## config.mk

```make
export PLATFORM = sky130hd
export DESIGN_NAME = stch_to_dec
export DESIGN_NICKNAME = d
export VERILOG_FILES = /design/src/rtl/stch_to_dec_pkg.sv /design/src/rtl/stch_win_cnt.sv /design/src/rtl/stch_to_dec.sv
export SDC_FILE = /design/constraint.sdc
export NUM_CORES = 1
export LEC_CHECK = 0
export CAP_MARGIN = 20
export CORE_MARGIN = 1
export CORE_UTILIZATION = 30
export DETAILED_ROUTE_END_ITERATION = 12
export GPL_ROUTABILITY_DRIVEN = 0
export SYNTH_ARGS = -nofsm -noshare
export SYNTH_HDL_FRONTEND = slang
export SYNTH_HIERARCHICAL = 1
export SYNTH_SLANG_ARGS = --single-unit
export TNS_END_PERCENT = 50
```

## constraint.sdc

```tcl
create_clock -name CLK -period 3.35 [get_ports CLK]
set_input_delay 0.67 -clock CLK [delete_from_list [all_inputs] [get_ports CLK]]
set_output_delay 0.67 -clock CLK [all_outputs]
set_load 0.1 [all_outputs]
```

## src/rtl/stch_to_dec_pkg.sv

```systemverilog
// Shared definitions for the stochastic-to-decimal decoder.
//   state_t    : FSM state encoding (IDLE waits for START, ACC accumulates)
//   ND_DEFAULT : default result width; a window is 2^ND qualified samples
package stch_to_dec_pkg;

  typedef enum logic [0:0] {
    ST_IDLE = 1'b0,
    ST_ACC  = 1'b1
  } state_t;

  localparam int ND_DEFAULT = 8;

endpackage

```

## src/rtl/stch_win_cnt.sv

```systemverilog
// Window counters for the stochastic decoder.
// Counts qualified samples and the ones among them, and flags the sample
// that closes a window together with the saturated ones count for it.
// Ports:
//   CLK    - clock, rising edge
//   INIT   - synchronous active-high reset
//   clr    - clear both counters (window start from IDLE)
//   inc    - qualified sample this cycle
//   s      - stochastic bit of the current sample
//   last   - this qualified sample closes the window
//   result - ones count including the current sample, saturated to ND bits
module stch_win_cnt
  import stch_to_dec_pkg::*;
#(
  parameter int ND = ND_DEFAULT
) (
  input  logic          CLK,
  input  logic          INIT,
  input  logic          clr,
  input  logic          inc,
  input  logic          s,
  output logic          last,
  output logic [ND-1:0] result
);

  localparam logic [ND-1:0] SAMP_MAX = {ND{1'b1}};

  logic [ND-1:0] samp_r;
  logic [ND:0]   ones_r;
  logic [ND:0]   ones_nxt_s;

  // A full window of ones (2^ND) does not fit in ND bits; clamp to all-ones.
  function automatic logic [ND-1:0] sat_count(input logic [ND:0] cnt);
    logic [ND-1:0] res;
    if (cnt[ND]) begin
      res = {ND{1'b1}};
    end else begin
      res = cnt[ND-1:0];
    end
    return res;
  endfunction

  // Ones count including the sample presented this cycle.
  always_comb begin
    ones_nxt_s = ones_r + {{ND{1'b0}}, s};
    last       = inc && (samp_r == SAMP_MAX);
    result     = sat_count(ones_nxt_s);
  end

  // Sample and ones counters; the window-closing sample clears both so the
  // sample counter never wraps on its own.
  always_ff @(posedge CLK) begin
    if (INIT) begin
      samp_r <= {ND{1'b0}};
      ones_r <= {(ND+1){1'b0}};
    end else if (clr) begin
      samp_r <= {ND{1'b0}};
      ones_r <= {(ND+1){1'b0}};
    end else if (inc) begin
      if (samp_r == SAMP_MAX) begin
        samp_r <= {ND{1'b0}};
        ones_r <= {(ND+1){1'b0}};
      end else begin
        samp_r <= samp_r + {{(ND-1){1'b0}}, 1'b1};
        ones_r <= ones_nxt_s;
      end
    end else begin
      samp_r <= samp_r;
      ones_r <= ones_r;
    end
  end

endmodule

```

## src/rtl/stch_to_dec.sv

```systemverilog
// Stochastic bit-stream to binary decoder.
// Counts ones over windows of 2^ND qualified samples and presents the count
// as D (probability scaled by 2^ND) with a VALID/READY handshake.
// Ports:
//   CLK   - clock, rising edge
//   INIT  - synchronous active-high reset
//   START - begin accumulation when idle (ignored while accumulating)
//   EN    - sample qualifier for S
//   S     - stochastic bit stream
//   READY - consumer accepts D when READY and VALID are both high
//   D     - decoded result
//   VALID - D holds an unconsumed result
//   BUSY  - accumulating
//   OVF   - sticky: an unconsumed result was overwritten
module stch_to_dec
  import stch_to_dec_pkg::*;
#(
  parameter int ND   = ND_DEFAULT,
  parameter bit CONT = 1'b1
) (
  input  logic          CLK,
  input  logic          INIT,
  input  logic          START,
  input  logic          EN,
  input  logic          S,
  input  logic          READY,
  output logic [ND-1:0] D,
  output logic          VALID,
  output logic          BUSY,
  output logic          OVF
);

  state_t        state_r;
  state_t        state_nxt_s;
  logic          clr_s;
  logic          inc_s;
  logic          last_s;
  logic [ND-1:0] result_s;
  logic [ND-1:0] d_r;
  logic          valid_r;
  logic          busy_r;
  logic          ovf_r;

  stch_win_cnt #(
    .ND (ND)
  ) u_win_cnt (
    .CLK    (CLK),
    .INIT   (INIT),
    .clr    (clr_s),
    .inc    (inc_s),
    .s      (S),
    .last   (last_s),
    .result (result_s)
  );

  // Next-state logic and counter controls.
  always_comb begin
    state_nxt_s = state_r;
    clr_s       = 1'b0;
    inc_s       = 1'b0;
    case (state_r)
      ST_IDLE: begin
        if (START) begin
          state_nxt_s = ST_ACC;
          clr_s       = 1'b1;
        end else begin
          state_nxt_s = ST_IDLE;
        end
      end
      ST_ACC: begin
        inc_s = EN;
        // Continuous mode rolls straight into the next window.
        if (last_s && !CONT) begin
          state_nxt_s = ST_IDLE;
        end else begin
          state_nxt_s = ST_ACC;
        end
      end
      default: begin
        state_nxt_s = ST_IDLE;
      end
    endcase
  end

  // State register with BUSY registered alongside it.
  always_ff @(posedge CLK) begin
    if (INIT) begin
      state_r <= ST_IDLE;
      busy_r  <= 1'b0;
    end else begin
      state_r <= state_nxt_s;
      busy_r  <= (state_nxt_s == ST_ACC);
    end
  end

  // Result register and handshake. A load always wins over consumption;
  // overflow is flagged only when the overwritten result was not accepted.
  always_ff @(posedge CLK) begin
    if (INIT) begin
      d_r     <= {ND{1'b0}};
      valid_r <= 1'b0;
      ovf_r   <= 1'b0;
    end else if (last_s) begin
      d_r     <= result_s;
      valid_r <= 1'b1;
      if (valid_r && !READY) begin
        ovf_r <= 1'b1;
      end else begin
        ovf_r <= ovf_r;
      end
    end else if (valid_r && READY) begin
      d_r     <= d_r;
      valid_r <= 1'b0;
      ovf_r   <= ovf_r;
    end else begin
      d_r     <= d_r;
      valid_r <= valid_r;
      ovf_r   <= ovf_r;
    end
  end

  assign D     = d_r;
  assign VALID = valid_r;
  assign BUSY  = busy_r;
  assign OVF   = ovf_r;

endmodule
```

==> impl_metrics.yaml <==
status:
  outcome: "complete, no violations"
worst_setup_path:
  end_kind: "output port"
  critical_path_class: "reg2out"
  number_of_buffers_and_inverters_on_the_critical_path: 1
  endpoint_arrival_time_on_the_critical_path_ns: 1.75
  cp_cell_sequence: "clkdlybuf4s50_1"
  critPathMaxFanout: 2
  cp_slowest_cell: "clkdlybuf4s50_1"
  critical-path-top-delay-family: "buffers and inverters"
  critical_path.max_stage_delay_ns: 1.13
  crit_required_ns: 2.68
  timing.critical_path.from_type: "register"
detailed_routing:
  detail_route.vias_per_cell: 4.81
  drt-total-wl_um: 2430
  routed_wire_length_per_instance_um: 11.7
  drt_iter0_drc: 37
  wl_met1_um: 1150
  postRouteAntennaNets: 0
  routed-via-count: 996
  drc: 0
  dr_wl_met3_um: 65
  detailedRoute.firstPassIterationCount: 4
  highest_layer: "met4"
  route.met2.wl_um: 1190
clock_tree:
  postCtsSetupBuffers: 0
  ctsHoldBuffers: 0
  h-tree-depth: 1
  clkSlewWorstSetupHoldPaths_ns: 0.09
  clock_path_buffers: 2
  cts_tree: "done"
  cts-buffers-inserted: 3
  worst_skew_pair.late_latency_ns: 0.27
  cts_repair_resize_count: 0
  root_buffer: "clkbuf_8"
  tritoncts_num_sinks: 28
yosys:
  postSynth.asyncResetShare_pct: 0
  synth.ff_latch_count: 28
  synth_enable_flop_cells: 0
  mapped_area_sq_um: 1310
  synth_sequential_area_ratio_pct: 42.8
  syn-num-nets: 151
  post_synth_top_area_share_pct: 42.8
  ys_warn_count: 6
  yosysTopAreaCell: "dfxtp_1"
  synth_area_per_inst_sq_um: 9.22
  netlist_top_cells_area: "dfxtp_1 43%, mux2i_1 7.6%, nor2_1 6.9%"
  syn_inst: 142
  synth_cell_types: 36
  synth_ff_type: "dfxtp_1"
flow_run:
  drv_cap: 0
pwr:
  power-per-cell-area_nw_per_um2: 359
  power.share.switching_pct: 22.4
  combPwrFrac_pct: 6.1
  clkPwrFrac_pct: 32.9
  intPower_mw: 0.428
  switchingPower_mw: 0.124
  total_leakage_power_nw: 0.574
  ir_worst_vdd_uv: 137
  pwr-share-seq_pct: 60.9
timing:
  fin_worst_skew_ns: 0.00184
  period_needed_ns: 2.42
  final-max-slew-violation-count: 0
  worstMarginPinSlew_ns: 0.964
  setup_viol_count_final: 0
  final_min_period_over_clock_period_pct: 72.2
  postLayoutSetupSlackWorst_ns: 0.932
  grt_setup_unrepaired: "false"
  max_clock_freq_mhz: 414
  hold_viol: 0
  finalSetupTns_ns: 0
  slew_headroom_pct: 35.5
cells_and_area:
  layout.filler_cells: 404
  multiInputGateArea_sq_um: 704
  design.final.nets: 168
  area_delta_synth_final_pct: 17.3
  antennaDiodeCount: 0
  drive_above_1_share_pct: 11.5
  ff_latch_area_sq_um: 561
die:
  die_x_um: 68.1
  row_count: 23
  floorplan.core_area_sq_um: 4090
  floorplan.die_area_sq_um: 4630
  floorplan.initialDensity_pct: 32.0
  ios: 17
  dieHeight_um: 68.1
grt:
  first_global_vias: 927
  number_of_antenna_violations_at_the_first_check_in_global_routing: 0
  total_global_route_track_usage_pct: 11.5
  grt_first_pass_wirelength_um: 4010
  grt_total_ovfl: 0
  largest_net_degree_at_the_start_of_global_routing: 15
hold_path:
  worst_hold_path_type: "reg2reg"
place:
  place.port_buffers: 16
  detailed_place_hpwl_um: 1870
  dp_worst_setup_slack_ns: 0.749
state kept, by name, indices dropped and copies added (netlist names):
name              count
u_win_cnt/ones_r      9
D                     8
u_win_cnt/samp_r      8
BUSY                  1
OVF                   1
VALID                 1
cell families (layout without fill, tap and decap cells):
| kind of cell | count (synthesis) | in the layout | share of synthesized area, % |
|---|---|---|---|
| adder cells (fa/ha/maj) | 3 | 3 | 2.87 |
| flip-flops | 28 | 28 | 42.8 |
| buffers and inverters | 8 | 23 | 3.35 |
| multiplexers | 10 | 10 | 7.65 |
| XOR/XNOR | 15 | 15 | 11.5 |
| AND/OR/NAND/NOR | 62 | 62 | 23.5 |
| AO/OA/AOI/OAI | 16 | 16 | 8.32 |
through the flow:
stage,utilization [%],instance area [sq um],std cells,hold WS (ns),total power [mW]
finish,37.6,1540,207,0.476,0.551
global route,37.6,1540,207,0.515,0.574
CTS,37.6,1540,207,0.482,0.560
detailed placement,36.6,1490,204,0.459,0.378
global placement,36.6,1490,204,0.456,0.378
floorplan,-,1310,142,0.458,0.367
final cells by class:
cell class              count  share of cell area, %
inverters                   3                  0.733
flip-flops and latches     28                   36.5
multi-input cells         106                   45.9
well taps                  50                   4.07
clock buffers               3                   2.69
repair buffers             17                   10.1
cells in the final DEF (no fill, tap or decap):
| master | synthesis | routed |
|---|---|---|
| a22oi_1 | 2 | 2 |
| nand2_1 | 15 | 15 |
| and4_1 | 1 | 1 |
| o21ai_0 | 1 | 1 |
| nand3_1 | 4 | 4 |
| nand2b_1 | 4 | 4 |
| and4_4 | 2 | 2 |
| o21a_1 | 1 | 1 |
| or3_1 | 1 | 1 |
| xnor2_4 | 1 | 1 |
| xnor2_1 | 6 | 6 |
| or2_2 | 1 | 1 |
| inv_2 | 1 | 1 |
| dfxtp_1 | 28 | 28 |
| mux2i_1 | 10 | 10 |
| nor2_1 | 24 | 24 |
| a21oi_1 | 4 | 4 |
| nand4_1 | 2 | 2 |
| clkbuf_8 | 0 | 3 |
| and3_4 | 1 | 1 |
| inv_1 | 2 | 2 |
| and3_1 | 2 | 2 |
| o22ai_1 | 1 | 1 |
| buf_4 | 1 | 6 |
| a41oi_1 | 1 | 1 |
| a31oi_1 | 3 | 3 |
| nor2b_1 | 1 | 1 |
| o211a_1 | 1 | 1 |
| xor2_1 | 8 | 8 |
| and2_1 | 2 | 2 |
| ha_1 | 3 | 3 |
| nand2b_2 | 2 | 2 |
| o21ai_1 | 1 | 1 |
| clkdlybuf4s50_1 | 0 | 11 |
| o31ai_2 | 1 | 1 |
per-layer routing:
layer  vias to the layer above  GRT usage (%)
met1                       471           12.5
met2                        13           21.0
li1                        508              -
met5                         -              0
met3                         4           2.50
met4                         0           5.47
power groups by stage:
| stage | sequential, mW | clock (mW) | combinational, mW |
|---|---|---|---|
| final | 0.336 | 0.182 | 0.0338 |
| after global routing | 0.337 | 0.201 | 0.0369 |
| after CTS | 0.336 | 0.190 | 0.0341 |
| after detailed placement | 0.344 | 0 | 0.0340 |
| after global placement | 0.344 | 0 | 0.0341 |
| after floorplan | 0.350 | 0 | 0.0174 |
synthesized netlist by cell type, drive strengths merged, types with 3 or more instances:
| library cell | number |
|---|---|
| xor2 | 8 |
| nand3 | 4 |
| xnor2 | 7 |
| and3 | 3 |
| nand2b | 6 |
| dfxtp | 28 |
| a21oi | 4 |
| nand2 | 15 |
| mux2i | 10 |
| inv | 3 |
| nor2 | 24 |
| and4 | 3 |
| a31oi | 3 |
| buf | 4 |
| ha | 3 |
worst paths after layout:
| path | slack (ns) | cells past startpoint | startpoint | to |
|---|---|---|---|---|
| max reg2reg | 1.50 | 6 | BUSY | D[0] |
| min reg2reg | 0.48 | 2 | OVF | OVF |
| min | 0.48 | 2 | OVF | OVF |
| max | 0.93 | 1 | D[1] | D[1] |
No activity file was read; power rests on OpenSTA's default activity.
